<file path="src/rtl/pipe_skid_reg.sv">
// pipe_skid_reg: two-entry elastic pipeline register (main + skid).
//
// Sits between two pipeline stages. The upstream side uses valid/ready; the
// downstream side sees registered out_valid/out_data. in_ready depends only on
// registered state and rst, so a downstream stall never reaches upstream
// combinationally. The skid entry absorbs the one beat that can arrive in the
// cycle the downstream stalls.
//
// Optional feature: define PIPE_FLUSH_EN to add the flush port. A flush drops
// both entries (data regs are kept) and has lower priority than rst.
//
// Ports:
//   clk        clock, all state updates on posedge
//   rst        synchronous active-high reset
//   in_valid   upstream beat present
//   in_data    upstream payload [N-1:0]
//   in_ready   block can accept a beat this cycle
//   out_valid  payload on out_data is valid
//   out_data   payload to downstream stage [N-1:0]
//   out_ready  downstream accepts beat this cycle
//   flush      (PIPE_FLUSH_EN only) discard all held beats
module pipe_skid_reg #(
  parameter int unsigned N = 64
) (
  input  logic         clk,
  input  logic         rst,
  input  logic         in_valid,
  input  logic [N-1:0] in_data,
  output logic         in_ready,
  output logic         out_valid,
  output logic [N-1:0] out_data,
`ifdef PIPE_FLUSH_EN
  input  logic         flush,
`endif
  input  logic         out_ready
);

  // Occupancy states; the valid bits are derived from the state.
  typedef enum logic [1:0] {
    StEmpty = 2'd0,
    StFull  = 2'd1,
    StSkid  = 2'd2
  } state_e;

  state_e         state_q, state_d;
  logic [N-1:0]   main_data_q;
  logic [N-1:0]   skid_data_q;

  logic           main_valid;
  logic           skid_valid;
  logic           in_fire;
  logic           out_fire;
  logic           main_we;
  logic           main_from_skid;
  logic           skid_we;

  assign main_valid = (state_q == StFull) || (state_q == StSkid);
  assign skid_valid = (state_q == StSkid);

  assign out_valid = main_valid;
  assign out_data  = main_data_q;
  assign in_ready  = ~skid_valid & ~rst;

  assign in_fire  = in_valid & in_ready;
  assign out_fire = out_valid & out_ready;

  always_comb begin
    state_d        = state_q;
    main_we        = 1'b0;
    main_from_skid = 1'b0;
    skid_we        = 1'b0;
    case (state_q)
      StEmpty: begin
        if (in_fire) begin
          state_d = StFull;
          main_we = 1'b1;
        end
      end
      StFull: begin
        if (in_fire && out_fire) begin
          main_we = 1'b1;
        end else if (in_fire) begin
          // Downstream stalled: park the new beat behind the current one.
          state_d = StSkid;
          skid_we = 1'b1;
        end else if (out_fire) begin
          state_d = StEmpty;
        end
      end
      StSkid: begin
        if (out_fire) begin
          state_d        = StFull;
          main_we        = 1'b1;
          main_from_skid = 1'b1;
        end
      end
      default: state_d = StEmpty;
    endcase
`ifdef PIPE_FLUSH_EN
    // Data writes still happen; only occupancy is dropped, so any beat
    // accepted this cycle is discarded.
    if (flush) begin
      state_d = StEmpty;
    end
`endif
  end

  always_ff @(posedge clk) begin
    if (rst) begin
      state_q     <= StEmpty;
      main_data_q <= '0;
      skid_data_q <= '0;
    end else begin
      state_q <= state_d;
      if (main_we) begin
        main_data_q <= main_from_skid ? skid_data_q : in_data;
      end
      if (skid_we) begin
        skid_data_q <= in_data;
      end
    end
  end

endmodule

</file>
<file path="config.mk">
export PLATFORM = sky130hd
export DESIGN_NAME = pipe_skid_reg
export DESIGN_NICKNAME = d
export VERILOG_FILES = /design/src/rtl/pipe_skid_reg.sv
export SDC_FILE = /design/constraint.sdc
export NUM_CORES = 1
export LEC_CHECK = 0
export ABC_AREA = 1
export CAP_MARGIN = 30
export CORE_ASPECT_RATIO = 0.5
export CORE_MARGIN = 4
export CORE_UTILIZATION = 55
export CTS_CLUSTER_DIAMETER = 150
export DETAILED_ROUTE_END_ITERATION = 10
export DONT_BUFFER_PORTS = 1
export PLACE_DENSITY_LB_ADDON = 0.2
export SLEW_MARGIN = 20
export SYNTH_ARGS = -nofsm -noshare
export SYNTH_HDL_FRONTEND = slang
export SYNTH_SLANG_ARGS = --single-unit
</file>
<file path="constraint.sdc">
create_clock -name clk -period 2.5 [get_ports clk]
set_input_delay 0.375 -clock clk [delete_from_list [all_inputs] [get_ports clk]]
set_output_delay 0.375 -clock clk [all_outputs]
set_load 0.005 [all_outputs]
</file>
==> flow_metrics.env <==
export IMPL_drive_above_1_share=0.06369
export IMPL_multiInputGateArea_sq_um=2814
export IMPL_vias_per_cell=5.227
export IMPL_grt_use_total=0.2302
export IMPL_p_per_area_nw_per_um2=863.7
export IMPL_initial_core_util=0.5648
export IMPL_max_slew_worst_pin_slew_ns=0.5376
export IMPL_ys_types=21
export IMPL_ctsResizeCount=0
export IMPL_cts_buffers=17
export IMPL_clkSinkCount=130
export IMPL_syn_instance_count=923
export IMPL_rsz0062_at_grt="false"
export IMPL_synth_seq_area_share=0.4184
export IMPL_die_h_microns=83.20
export IMPL_path_clk_slew_ns=0.06
export IMPL_place_hpwl_mm=8.946
export IMPL_die_x_microns=158.4
export IMPL_nNetsFinal=956
export IMPL_ir_drop_mv=0.5898
export IMPL_num_io_pins=134
export IMPL_synth_warnings=0
export IMPL_cts_tree="built"
export IMPL_finClkSkew_ns=0.009769
export IMPL_placed_area_sq_um=6110
export IMPL_path_common_cell="nand2_4"
export IMPL_grt_antenna_before_repair=0
export IMPL_synth_nets=997
export IMPL_vias=5436
export IMPL_grt_max_degree=130
export IMPL_drt_iter0_drc=443
export IMPL_routabilityCongestion=0.8050
export IMPL_syn_avg_cell_area_sq_um=6.739
export IMPL_critPathKind="reg -> reg"
export IMPL_core_sq_um=11010
export IMPL_critPathSlowestCell="dfxtp_1"
export IMPL_grt_overflow_total=0
export IMPL_final_area_sq_um=6749
export IMPL_ctsLongestPathBuffers=2
export IMPL_slowest_delay_ns=0.42
export IMPL_critical_path_buf_inv_count=3
export IMPL_synth_seq_cells=130
export IMPL_finalCritPeriodShare=0.8203
export IMPL_hold_path_class="in -> reg"
export IMPL_regArea_sq_um=2603
export IMPL_crit_chain="inv_1 -> ha_1 -> nand2_4 -> inv_2 -> nand4_1 -> nand2_4 -> buf_12 -> nand3_1 -> nand2_1 -> nor2_1"
export IMPL_leakagePower_nw=3.263
export IMPL_fmaxAchievable_mhz=487.6
export IMPL_relSlewSlack=0.6416
export IMPL_arrival_ns=2.36
export IMPL_synth_top_area_cell="dfxtp_1"
export IMPL_drc=0
export IMPL_yosys_area_top_type_share=0.4184
export IMPL_drt_wl_total_mm=14.88
export IMPL_synthToLayoutAreaGrowth_pct=8.509
export IMPL_crit_path_end_kind="flop"
export IMPL_first_pass_iters=5
export IMPL_slew_violations=0
export IMPL_period_minus_slack_ns=2.051
export IMPL_synth_area_sq_um=6220
export IMPL_clock_latency_ns=0.41
export IMPL_diodes=0
export IMPL_crit_fanout=91
export IMPL_setup_viol=0
export IMPL_worst_setup_path_start_kind="flop"
export IMPL_worstPathRequired_ns=2.80
export IMPL_postCtsSetupBuffers=0
export IMPL_holdBufCountCts=0
export IMPL_setup_tns_ns=0
export IMPL_ant_nets=0
export IMPL_synth_area_leaders="dfxtp_1 42%, nand2_1 11%, nor2_1 9.2%"
export IMPL_max_cap_violations=0
export IMPL_nFillCells=1063
export IMPL_die_area_sq_um=13180
export IMPL_hold_viol_final=0
export IMPL_grt_pass1_vias=5130
export IMPL_h_tree_depth=4
export IMPL_rows=27
export IMPL_wire_per_inst_microns=14.31
export IMPL_io_buffers=0
export IMPL_grt_pass1_wl_mm=24.98
export IMPL_cts_root_buf="clkbuf_16"
export IMPL_outcome="completed"
export IMPL_path_delay_family="simple AND/OR/NAND/NOR gates"
cells by family (layout without fill, tap and decap cells):
family / count (synthesis) / in the layout / share of synthesized area
flops: 130 / 130 / 0.4184
fa+ha+maj: 6 / 6 / 0.01207
buf+inv: 168 / 140 / 0.1304
simple gates: 447 / 447 / 0.3007
compound gates: 172 / 172 / 0.1384
registers in the layout (all words and copies together), names as in the netlist:
name	count
skid_data_q	64
out_data	64
state_q	2
worst register-to-register path: stages (launching register included):
cell and delay (ns):
dfxtp_1 0.42, inv_1 0.10, ha_1 0.38, nand2_4 0.08, inv_2 0.05, nand4_1 0.14, nand2_4 0.13, buf_12 0.31
nand3_1 0.20, nand2_1 0.09, nor2_1 0.05
power breakdown:
group | switching, mW | total, mW | internal [mW]
Sequential | 0.152 | 2.45 | 2.29
Combinational | 0.459 | 0.724 | 0.265
Clock | 0.887 | 2.66 | 1.77
Total | 1.50 | 5.83 | 4.33
through the flow:
stage / hold WS, ns / std cells / power [mW] / utilization / setup WS [ns]
5_1_grt: 0.01511 / 1040 / 6.134 / 0.6128 / 0.2943
3_3_place_gp: 0.4335 / 1008 / 3.187 / 0.5548 / 0.5620
2_1_floorplan: 0.4245 / 923 / 3.119 / - / 0.8265
3_5_place_dp: 0.4403 / 1008 / 3.215 / 0.5548 / 0.4704
4_1_cts: 0.01260 / 1040 / 5.880 / 0.6128 / 0.4541
6_report: 0.03025 / 1040 / 5.829 / 0.6128 / 0.4492
layer usage:
layer  global-route usage  share of wire  up-vias
met5                    0              0        -
met4              0.07972          0.017        0
met3              0.08589          0.097       22
met2               0.3582           0.45      156
met1               0.2941           0.44     2427
li1                     -              -     2831
cell usage in the layout, fill, tap and decap left out:
cell type,n
a21oi_1,87
buf_12,4
buf_4,10
bufinv_16,4
clkbuf_1,2
clkbuf_16,17
clkbuf_8,4
clkinv_2,4
clkinv_4,1
clkinvlp_4,1
dfxtp_1,130
ha_1,5
ha_2,1
inv_1,90
inv_2,2
inv_4,1
nand2_1,177
nand2_2,1
nand2_4,4
nand3_1,109
nand4_1,1
nor2_1,152
nor2_4,1
nor2_8,1
o21ai_0,85
or2_2,1
area by class of cell:
type | instances | share of cell area
Sequential cell | 130 | 0.3856
Tap cell | 145 | 0.02688
Clock inverter | 9 | 0.02243
Multi-Input combinational cell | 625 | 0.4169
Inverter | 94 | 0.05284
Timing Repair Buffer | 14 | 0.02299
Clock buffer | 23 | 0.07230
path summary, 6_finish.rpt:
check | from | endpoint | slack (ns) | cells after the start
min | rst | state_q[1] | 0.03 | 1
max reg2reg | state_q[1] | out_data[19] | 0.45 | 10
max | state_q[1] | out_data[19] | 0.45 | 10
min reg2reg | skid_data_q[51] | skid_data_q[51] | 0.45 | 2
synth_stat cells:
master,number
a21oi_1,87
buf_1,5
buf_12,1
buf_2,14
buf_4,3
buf_6,18
clkbuf_1,33
dfxtp_1,130
ha_1,6
inv_1,92
inv_2,2
nand2_1,177
nand2_2,2
nand2_4,3
nand3_1,109
nand4_1,1
nor2_1,152
nor2_4,1
nor2_8,1
o21ai_0,85
or2_2,1
No activity file was read; power rests on OpenSTA's default activity.
